`config.mk`:
```
export PLATFORM = sky130hd
export DESIGN_NAME = sfft_stream_decoder_flat
export DESIGN_NICKNAME = d
export VERILOG_FILES = /design/src/rtl/sfft_stream_decoder_if.sv /design/src/rtl/sfft_stream_decoder.sv /design/src/flat_wrapper.sv
export SDC_FILE = /design/constraint.sdc
export NUM_CORES = 1
export LEC_CHECK = 0
export BUFFER_PORTS_ARGS = -buffer_cell sky130_fd_sc_hd__buf_4
export CORE_MARGIN = 2
export CORE_UTILIZATION = 55
export DETAILED_ROUTE_END_ITERATION = 10
export HOLD_SLACK_MARGIN = 0.02
export PLACE_DENSITY = 0.76
export SYNTH_ARGS = -nofsm -noshare
export SYNTH_HDL_FRONTEND = slang
export SYNTH_SLANG_ARGS = --single-unit
```
`constraint.sdc`:
```
create_clock -name iClk -period 2.8 [get_ports iClk]
set_input_delay 0.42 -clock iClk [delete_from_list [all_inputs] [get_ports iClk]]
set_output_delay 0.42 -clock iClk [all_outputs]
set_load 0.005 [all_outputs]
```
`src/rtl/sfft_stream_decoder_if.sv`:
```
// Handshake and result bus between the stochastic FFT array outputs and the decoder.
// The master drives bitstreams and control; the slave (decoder) returns the counts.
interface sfft_stream_decoder_if #(
    parameter int BITWIDTH  = 8,
    parameter int NUMINPUTS = 2
);
    logic                                 iStart;
    logic                                 iEn;
    logic [NUMINPUTS-1:0]                 iReal;
    logic [NUMINPUTS-1:0]                 iImg;
    logic                                 iReady;
    logic                                 oBusy;
    logic                                 oValid;
    logic [NUMINPUTS*(BITWIDTH+1)-1:0]    oReal;
    logic [NUMINPUTS*(BITWIDTH+1)-1:0]    oImg;

    modport master (
        output iStart, iEn, iReal, iImg, iReady,
        input  oBusy, oValid, oReal, oImg
    );

    modport slave (
        input  iStart, iEn, iReal, iImg, iReady,
        output oBusy, oValid, oReal, oImg
    );
endinterface

```
`src/rtl/sfft_stream_decoder.sv`:
```
// Counts the 1s on each real/imaginary result lane over a 2^BITWIDTH-sample window
// and presents the per-lane counts over a valid/ready handshake.
module sfft_stream_decoder #(
    parameter int BITWIDTH  = 8,
    parameter int NUMINPUTS = 2
) (
    input  logic                  iClk,
    input  logic                  iRst,
    sfft_stream_decoder_if.slave  bus
);
    localparam int CW = BITWIDTH + 1;

    typedef enum logic [1:0] {S_IDLE, S_COUNT, S_HOLD} state_t;

    state_t                     r_state;
    state_t                     w_next;
    logic [BITWIDTH-1:0]        r_win;
    logic [CW-1:0]              r_cnt_re [NUMINPUTS];
    logic [CW-1:0]              r_cnt_im [NUMINPUTS];
    logic [CW-1:0]              w_sum_re [NUMINPUTS];
    logic [CW-1:0]              w_sum_im [NUMINPUTS];
    logic [NUMINPUTS*CW-1:0]    r_out_re;
    logic [NUMINPUTS*CW-1:0]    r_out_im;
    logic                       w_sample;
    logic                       w_last;
    logic                       w_clear;
    logic                       w_busy;
    logic                       w_valid;

    assign w_sample = (r_state == S_COUNT) && bus.iEn;
    assign w_last   = w_sample && (&r_win);
    // A start is honoured from IDLE, or from HOLD only together with the handshake.
    assign w_clear  = bus.iStart &&
                      ((r_state == S_IDLE) || ((r_state == S_HOLD) && bus.iReady));

    always_comb begin
        for (int k = 0; k < NUMINPUTS; k++) begin
            w_sum_re[k] = r_cnt_re[k] + CW'(bus.iReal[k]);
            w_sum_im[k] = r_cnt_im[k] + CW'(bus.iImg[k]);
        end
    end

    always_ff @(posedge iClk or posedge iRst) begin
        if (iRst) begin
            r_state <= S_IDLE;
        end else begin
            r_state <= w_next;
        end
    end

    always_comb begin
        w_next = r_state;
        case (r_state)
            S_IDLE:  if (bus.iStart) w_next = S_COUNT;
            S_COUNT: if (w_last) w_next = S_HOLD;
            S_HOLD:  if (bus.iReady) w_next = bus.iStart ? S_COUNT : S_IDLE;
            default: w_next = S_IDLE;
        endcase
    end

    always_comb begin
        w_busy  = 1'b0;
        w_valid = 1'b0;
        case (r_state)
            S_COUNT: w_busy  = 1'b1;
            S_HOLD:  w_valid = 1'b1;
            default: ;
        endcase
    end

    always_ff @(posedge iClk or posedge iRst) begin
        if (iRst) begin
            r_win <= '0;
            for (int k = 0; k < NUMINPUTS; k++) begin
                r_cnt_re[k] <= '0;
                r_cnt_im[k] <= '0;
            end
        end else if (w_clear) begin
            r_win <= '0;
            for (int k = 0; k < NUMINPUTS; k++) begin
                r_cnt_re[k] <= '0;
                r_cnt_im[k] <= '0;
            end
        end else if (w_sample) begin
            r_win <= r_win + 1'b1;
            for (int k = 0; k < NUMINPUTS; k++) begin
                r_cnt_re[k] <= w_sum_re[k];
                r_cnt_im[k] <= w_sum_im[k];
            end
        end
    end

    // The last sample is folded in on the fly so the result is ready the same edge.
    always_ff @(posedge iClk or posedge iRst) begin
        if (iRst) begin
            r_out_re <= '0;
            r_out_im <= '0;
        end else if (w_last) begin
            for (int k = 0; k < NUMINPUTS; k++) begin
                r_out_re[k*CW +: CW] <= w_sum_re[k];
                r_out_im[k*CW +: CW] <= w_sum_im[k];
            end
        end
    end

    assign bus.oBusy  = w_busy;
    assign bus.oValid = w_valid;
    assign bus.oReal  = r_out_re;
    assign bus.oImg   = r_out_im;
endmodule

```
`src/flat_wrapper.sv`:
```
// flat-port wrapper written by rule: the top's interface ports become plain ports
module sfft_stream_decoder_flat 
#(
    parameter int BITWIDTH  = 8,
    parameter int NUMINPUTS = 2
)
  (iClk, iRst, bus_iStart, bus_iEn, bus_iReal, bus_iImg, bus_iReady, bus_oBusy, bus_oValid, bus_oReal, bus_oImg);
  sfft_stream_decoder_if #(.BITWIDTH(BITWIDTH), .NUMINPUTS(NUMINPUTS)) bus_i ();
  input  logic iClk;
  input  logic iRst;
  input wire logic [$bits(bus_i.iStart)-1:0] bus_iStart;
  input wire logic [$bits(bus_i.iEn)-1:0] bus_iEn;
  input wire logic [$bits(bus_i.iReal)-1:0] bus_iReal;
  input wire logic [$bits(bus_i.iImg)-1:0] bus_iImg;
  input wire logic [$bits(bus_i.iReady)-1:0] bus_iReady;
  output wire logic [$bits(bus_i.oBusy)-1:0] bus_oBusy;
  output wire logic [$bits(bus_i.oValid)-1:0] bus_oValid;
  output wire logic [$bits(bus_i.oReal)-1:0] bus_oReal;
  output wire logic [$bits(bus_i.oImg)-1:0] bus_oImg;
  assign bus_i.iStart = bus_iStart;
  assign bus_i.iEn = bus_iEn;
  assign bus_i.iReal = bus_iReal;
  assign bus_i.iImg = bus_iImg;
  assign bus_i.iReady = bus_iReady;
  assign bus_oBusy = bus_i.oBusy;
  assign bus_oValid = bus_i.oValid;
  assign bus_oReal = bus_i.oReal;
  assign bus_oImg = bus_i.oImg;
  sfft_stream_decoder #(.BITWIDTH(BITWIDTH), .NUMINPUTS(NUMINPUTS)) u_core (.iClk(iClk), .iRst(iRst), .bus(bus_i));
endmodule
```
==> results of run 1 <==
through the flow:
step	worst slack (ns)	std cells
2_1_floorplan	0.2716	388
3_3_place_gp	0.7026	510
3_5_place_dp	0.6495	510
4_1_cts	0.6645	526
5_1_grt	0.5233	526
6_report	0.6851	526
synth_stat cells:
cell       n
o21ai_0   65
ha_1       9
and4b_1    1
xor2_1    14
or2b_1     1
nand3b_1   1
a31oi_1    1
o31ai_1    6
nand4_4    1
mux2_4     2
buf_4      3
mux2_2     6
a22o_1     9
nand3_1    8
and3b_1    1
a21o_1     1
buf_1      1
and3_1     9
inv_1     13
nand2_1   52
o22ai_1    4
clkbuf_1   9
nor2_1    18
buf_6      3
a31oi_2    1
and2_1     4
nand4_1    9
xnor2_1   20
and4_1     2
a21oi_1   15
dfrtp_1   82
or3_1      6
buf_2     11
area by class of cell:
type / instances / area, um2
inverters: 13 / 50.05
well taps: 96 / 120.1
multi-input cells: 266 / 1634
flip-flops and latches: 82 / 2052
clock buffers: 9 / 123.9
repair buffers: 53 / 410.4
clock inverters: 7 / 93.84
fillers: 569 / 2347
kinds of logic (layout without fill, tap and decap cells):
group | Yosys count | after routing | synth area share, %
and+or+nand+nor | 113 | 113 | 14.18
AOI/OAI and AO/OA | 102 | 102 | 14.82
DFF | 82 | 82 | 52.84
buffers and inverters | 40 | 82 | 5.090
xor gates and xnor gates | 34 | 34 | 7.668
adders and majority gates | 9 | 9 | 2.900
muxes | 8 | 8 | 2.513
sequential cells by signal, indices dropped and copies added (netlist names):
name / flops
u_core.bus.oReal: 18
u_core.r_state: 2
u_core.bus.oImg: 18
u_core.r_cnt_im: 18
u_core.r_cnt_re: 18
u_core.r_win: 8
worst max-delay path by stage:
stage	start	endpoint	slack [ns]	depth (start not counted)
finish	u_core.r_state[1]	u_core.bus.oImg[1]	0.69	4
global route	u_core.r_state[1]	u_core.bus.oImg[1]	0.52	4
CTS	u_core.r_state[1]	u_core.bus.oImg[1]	0.66	4
detailed placement	bus_iEn	u_core.bus.oImg[1]	0.65	5
global placement	bus_iEn	u_core.bus.oImg[0]	0.70	5
floorplan	iRst	u_core.bus.oImg[0]	0.27	1
critical path: cells and delay by family, from the launching register on:
| kind | cells | cell delay, ns |
|---|---|---|
| simple gates | 2 | 0.90 |
| flops | 1 | 0.43 |
| buf+inv | 1 | 0.37 |
| mux | 1 | 0.31 |
metal layers:
metal  routed length, um  global-route usage [%]  part of all wire [%]
met3                 316                   6.315                   4.2
met2                3826                   37.67                    50
met5                   0                       0                     0
met4                  72                   5.234                  0.95
met1                3394                   26.88                    45
where the power goes:
group | switching, mW | internal, mW | total (mW) | leakage (nW)
combinational | 0.242 | 0.187 | 0.429 | 0.887
sequential | 0.101 | 1.29 | 1.39 | 1.12
clock | 0.432 | 0.500 | 0.932 | 0.105
==> impl_metrics.csv, run 1 <==
group,metric,value,unit
detailed_routing,vias,2874,
detailed_routing,postRouteWirelength,7609,um
job,max-cap-violations,0,
synth,ys_seq_area_share,52.84,%
min_path,hp-class,"input pin to async pin",
floorplanning,die_x,88.03,um
layout,final_nets,443,
grt,grt_max_degree,47,
clocking,cts_made_buffers,9,
detailed_routing,vias_per_cell,5.464,
grt,grt_pass1_vias,2866,
placed_design,place.gp.congestion,0.7656,
clocking,cts_setup_buffers,0,
detailed_routing,drtAntennaViolNets,0,
grt,track_usage,21.68,%
sta,rsz0062_at_grt,"no",
synth,synth_fp_nets,406,
worst_setup_path,arrival,2.36,ns
detailed_routing,first_pass_iters,4,
layout,final_common_cell,"dfrtp_1",
sta,skew,0.01085,ns
sta,whs,0.1460,ns
placed_design,dp_hpwl,5029,um
synth,yosysTopAreaCell,"dfrtp_1",
clocking,clk_path_buf_depth,2,
worst_setup_path,crit_required,3.04,ns
floorplanning,dieHeight,88.03,um
detailed_routing,routedWlPerCell,14.47,um
grt,globalRoute.totalOverflow,0,
worst_setup_path,worstSetupPathType,"register to register",
worst_setup_path,cp_slowest_cell,"nand4_4",
placed_design,placed_cell_area,4267,um2
synth,syn_inst,388,
synth,synth.yosys.warnings,0,
synth,ys_seq_elements,82,
layout,area_growth,15.46,%
clocking,insertion_delay,0.35,ns
sta,tns,0,ns
sta,hold_viol,0,
floorplanning,start_util,56.85,%
worst_setup_path,r2r_cells,4,
power_and_ir_drop,ir_worst_vdd,0.4924,mV
sta,worst_pin_slew,0.7237,ns
layout,final_cell_mix,"dfrtp_1, o21ai_0, nand2_1, buf_4, xnor2_1",
floorplanning,row_count,30,
worst_setup_path,cp_max_fo,38,
sta,finalSetupViolCount,0,
layout,num_antenna_cells,0,
clocking,ctsHoldBuffers,0,
detailed_routing,drc,0,
clocking,clk_pin_slew,0.09,ns
synth,synth_top_area_share,52.84,%
worst_setup_path,crit_path_end_kind,"register",
sta,final_max_slew_viol_count,0,
sta,timing.final.crit_share,75.53,%
clocking,cts-root-buf,"clkbuf_8",
worst_setup_path,r2r_end,"u_core.bus.oImg[1]",
grt,grt_pass1_wl,13010,um
worst_setup_path,startpoint_type,"register",
clocking,cts.htree.levels,3,
clocking,cts_tree,"done",
synth,synth_area_leaders,"dfrtp_1, o21ai_0, nand2_1, xnor2_1, xor2_1",
layout,drive_gt1_share,18.60,%
layout,final_core_util,65.64,%
detailed_routing,drtIter0Drc,162,
sta,fmaxAchievable,472.8,MHz
synth,netlist_area,3884,um2
synth,avgSynthCellArea,10.01,um2
power_and_ir_drop,power.density,614.1,nW/um2
power_and_ir_drop,power_leakage,2.115,nW
sta,min_period,2.115,ns
layout,fin_area,4484,um2
floorplanning,core,6832,um2
worst_setup_path,path_cells,"and4b_1 -> nand4_4 -> buf_4 -> mux2_4",
synth,synthDistinctLibCells,33,
clocking,cts_resized,0,
clocking,cts.sinks,82,
floorplanning,pin_count,47,
run_status,status,"complete, no violations",
floorplanning,die_area,7749,um2
grt,antenna_found_initial,0,
worst_setup_path,critical-path-max-stage-delay,0.48,ns
sta,timing.slew.headroom,51.61,%
worst_setup_path,rrSetupSlack,0.69,ns
power_and_ir_drop,p_total,2.754,mW
worst_setup_path,r2r_start,"u_core.r_state[1]",
placed_design,io_buffers,46,
Note: power is estimated with default switching activity, not from simulation.
==> run 2, diff against run 1 <==
--- a/config.mk
+++ b/config.mk
@@ -5,12 +5,13 @@
 export SDC_FILE = /design/constraint.sdc
 export NUM_CORES = 1
 export LEC_CHECK = 0
+export ABC_AREA = 1
 export BUFFER_PORTS_ARGS = -buffer_cell sky130_fd_sc_hd__buf_4
 export CORE_MARGIN = 2
-export CORE_UTILIZATION = 55
+export CORE_UTILIZATION = 52
 export DETAILED_ROUTE_END_ITERATION = 10
 export HOLD_SLACK_MARGIN = 0.02
-export PLACE_DENSITY = 0.76
+export PLACE_DENSITY = 0.75
 export SYNTH_ARGS = -nofsm -noshare
 export SYNTH_HDL_FRONTEND = slang
 export SYNTH_SLANG_ARGS = --single-unit
==> constraint.sdc (replaced) <==
create_clock -name iClk -period 1.8 [get_ports iClk]
set_input_delay 0.27 -clock iClk [delete_from_list [all_inputs] [get_ports iClk]]
set_output_delay 0.27 -clock iClk [all_outputs]
set_load 0.005 [all_outputs]
==> run 2 against run 1 <==
Sequential share of layout area decreased by 1.3 points; utilization decreased by 2.4 points; hold slack improved by 0.0013 ns; first-iteration DRC count increased by 24%; sequential cell count unchanged; critical path type unchanged; largest cell class unchanged; register-to-register slack got worse by 0.49 ns; total power increased by 61%; wire length increased by 4.4%; sequential power increased by 71%; synthesized cell count increased by 24%.
==> impl_metrics.csv, run 2 <==
group,metric,value,unit
floorplanning,pin_count,47,
worst_setup_path,crit_required,2.04,ns
sta,fmaxAchievable,621.8,MHz
grt,antenna_found_initial,0,
clocking,insertion_delay,0.36,ns
power_and_ir_drop,power_leakage,2.430,nW
sta,final_max_slew_viol_count,0,
sta,hold_viol,0,
clocking,cts_made_buffers,9,
run_status,status,"complete, no violations",
grt,grt_use_met3,3.154,%
worst_setup_path,r2r_start,"u_core.r_win[0]",
synth,synth.yosys.warnings,0,
worst_setup_path,cp_max_fo,17,
power_and_ir_drop,pwr-share-clk,30.1,%
power_and_ir_drop,intPower,3.058,mW
layout,regArea,2052,um2
floorplanning,dieHeight,90.95,um
synth,synth_fp_nets,499,
clocking,cts.htree.levels,3,
clocking,clk_path_buf_depth,2,
synth,synth_common_cells,"nand2_1, dfrtp_1, inv_1, nand3_1, o21ai_0",
worst_setup_path,startpoint_type,"register",
worst_setup_path,worstSetupPathType,"register to register",
worst_setup_path,crit_path_end_kind,"register",
placed_design,place.gp.congestion,0.8524,
synth,ys_dominant_reg_cell,"dfrtp_1",
sta,worst_pin_slew,0.3954,ns
power_and_ir_drop,power.density,963.3,nW/um2
synth,synthDistinctLibCells,24,
placed_design,dp_hpwl,5593,um
synth,ys_seq_elements,82,
power_and_ir_drop,switchingPower,1.386,mW
synth,synth-edff-count,0,
grt,grt.busiest_layer,"met2",
layout,final_cell_mix,"nand2_1, dfrtp_1, inv_1",
floorplanning,row_count,31,
grt,grt_pass1_vias,3171,
clocking,clk_pin_slew,0.09,ns
sta,skew,0.01512,ns
detailed_routing,drtAntennaViolNets,0,
min_path,hp-class,"input pin to register",
sta,timing.slew.headroom,73.58,%
synth,syn_inst,481,
layout,n_fill_cell,649,
clocking,cts_setup_buffers,0,
power_and_ir_drop,swShare,31.20,%
power_and_ir_drop,ir_worst_vdd,0.4826,mV
worst_setup_path,critical_path.startpoint,"u_core.r_win[0]",
placed_design,numPlacedInstances,618,
detailed_routing,vias,3224,
sta,rsz0062_at_grt,"no",
grt,track_usage,20.77,%
layout,drive_gt1_share,14.37,%
floorplanning,core,7292,um2
synth,synth_top_area_share,52.20,%
grt,grtUsageMet2,35.68,%
layout,final_core_util,63.26,%
detailed_routing,postRouteWirelength,7942,um
sta,min_period,1.608,ns
detailed_routing,vias_per_cell,5.077,
synth,async_reset_ff_share,100.0,%
min_path,min-delay-start,"bus_iReady",
power_and_ir_drop,combinationalPowerShare,16.4,%
placed_design,io_buffers,46,
clocking,cts-root-buf,"clkbuf_8",
detailed_routing,first_pass_iters,4,
grt,grt_use_met1,26.73,%
layout,final_common_cell,"nand2_1",
layout,area_growth,17.35,%
worst_setup_path,arrival,1.85,ns
synth,yosysTopAreaCell,"dfrtp_1",
synth,ys_seq_area_share,52.20,%
detailed_routing,drc,0,
synth,netlist_area,3931,um2
power_and_ir_drop,power_frac_seq,53.5,%
detailed_routing,drtIter0Drc,201,
job,max-cap-violations,0,
floorplanning,start_util,53.91,%
sta,finalSetupViolCount,0,
placed_design,placed_cell_area,4405,um2
clocking,cts.sinks,82,
grt,grt_pass1_wl,14040,um
grt,grt_max_degree,51,
floorplanning,die_area,8272,um2
floorplanning,die_x,90.95,um
synth,synth_area_leaders,"dfrtp_1, nand2_1, nand3_1, inv_1, o21ai_0",
grt,globalRoute.totalOverflow,0,
layout,final_nets,549,
layout,multi_input_area,1568,um2
clocking,cts_tree,"done",
sta,timing.final.crit_share,89.35,%
detailed_routing,routedWlPerCell,12.51,um
layout,num_antenna_cells,0,
synth,avgSynthCellArea,8.173,um2
layout,finalNonFillerCells,635,
sta,tns,0,ns
layout,fin_area,4613,um2
synth,synth.most_common_cell,"nand2_1",
==> run 2: cell count changes in the layout (fill, tap and decap cells not counted), moves of 9 or more <==
cell / before / now
nand2_1: 52 / 169
nand3_1: 8 / 50
inv_1: 12 / 52
o21ai_0: 65 / 26
xnor2_1: 20 / 5
a21oi_1: 15 / 4
a22o_1: 9 / 0
and3_1: 9 / 0
==> run 2: routing by layer <==
metal / routed length (um) / part of all wire, % / up-vias
li1: - / - / 1633
met1: 3522 / 44 / 1525
met2: 4001 / 50 / 55
met3: 316 / 4.0 / 11
met4: 102 / 1.3 / 0
met5: 0 / 0 / -
==> run 2: cell type report <==
cell class / instances / area share (%)
clock inverter: 4 / 1.112
multi-input combinational: 328 / 33.98
tap: 99 / 2.685
clock buffer: 12 / 3.146
sequential: 82 / 44.48
inverter: 56 / 4.665
timing repair buffer: 54 / 9.927
==> run 2: critical path, cell delays in order (launching register included) <==
cell and delay [ns]:
dfrtp_1 0.40, ha_1 0.23, nand3_1 0.11, inv_1 0.07, nand3_2 0.19, clkinv_2 0.29, nand2_1 0.16, nand2_1 0.06
==> run 2: stage by stage <==
step                      power, mW  hold slack [ns]  setup slack (ns)
after global placement        3.087           0.2943            0.2657
after detailed placement      3.144           0.2919            0.2134
after floorplan               2.907           0.4333            0.4721
final                         4.444           0.1473            0.1917
after global routing          4.709           0.1567          0.004554
after CTS                     4.468           0.1432            0.2098
==> run 2: path summary, 6_finish.rpt <==
path | endpoint | slack (ns) | cells after the start
hold / removal | u_core.r_state[1] | 0.15 | 4
hold reg to reg | u_core.bus.oReal[15] | 0.48 | 2
min in group asynchronous | u_core.bus.oImg[17] | 0.45 | 3
max in group asynchronous | u_core.r_cnt_re[13] | 0.84 | 4
setup reg to reg | u_core.bus.oReal[5] | 0.19 | 7
setup / recovery | u_core.bus.oReal[5] | 0.19 | 7
==> run 2: logic make-up after synthesis <==
kind of cell               Yosys count  share of synthesized area, %
DFF                                 82                         52.20
AOI/OAI and AO/OA                   49                         6.843
buffers and inverters               71                         7.925
and+or+nand+nor                    258                         27.50
xor gates and xnor gates            12                         2.673
adders and majority gates            9                         2.864
==> run 2: repair_timing <==
action                                 CTS  global route
gates resized for setup                  0             1
endpoints found under the hold margin   14             0
setup endpoints to repair                0             3
hold buffers                             1             0
==> run 2: power by group through the flow <==
stage | clock, mW | sequential [mW] | combinational, mW
5_1_grt | 1.43 | 2.42 | 0.856
4_1_cts | 1.35 | 2.37 | 0.742
3_5_place_dp | 0 | 2.40 | 0.740
6_report | 1.34 | 2.38 | 0.729
3_3_place_gp | 0 | 2.39 | 0.701
2_1_floorplan | 0 | 2.34 | 0.565
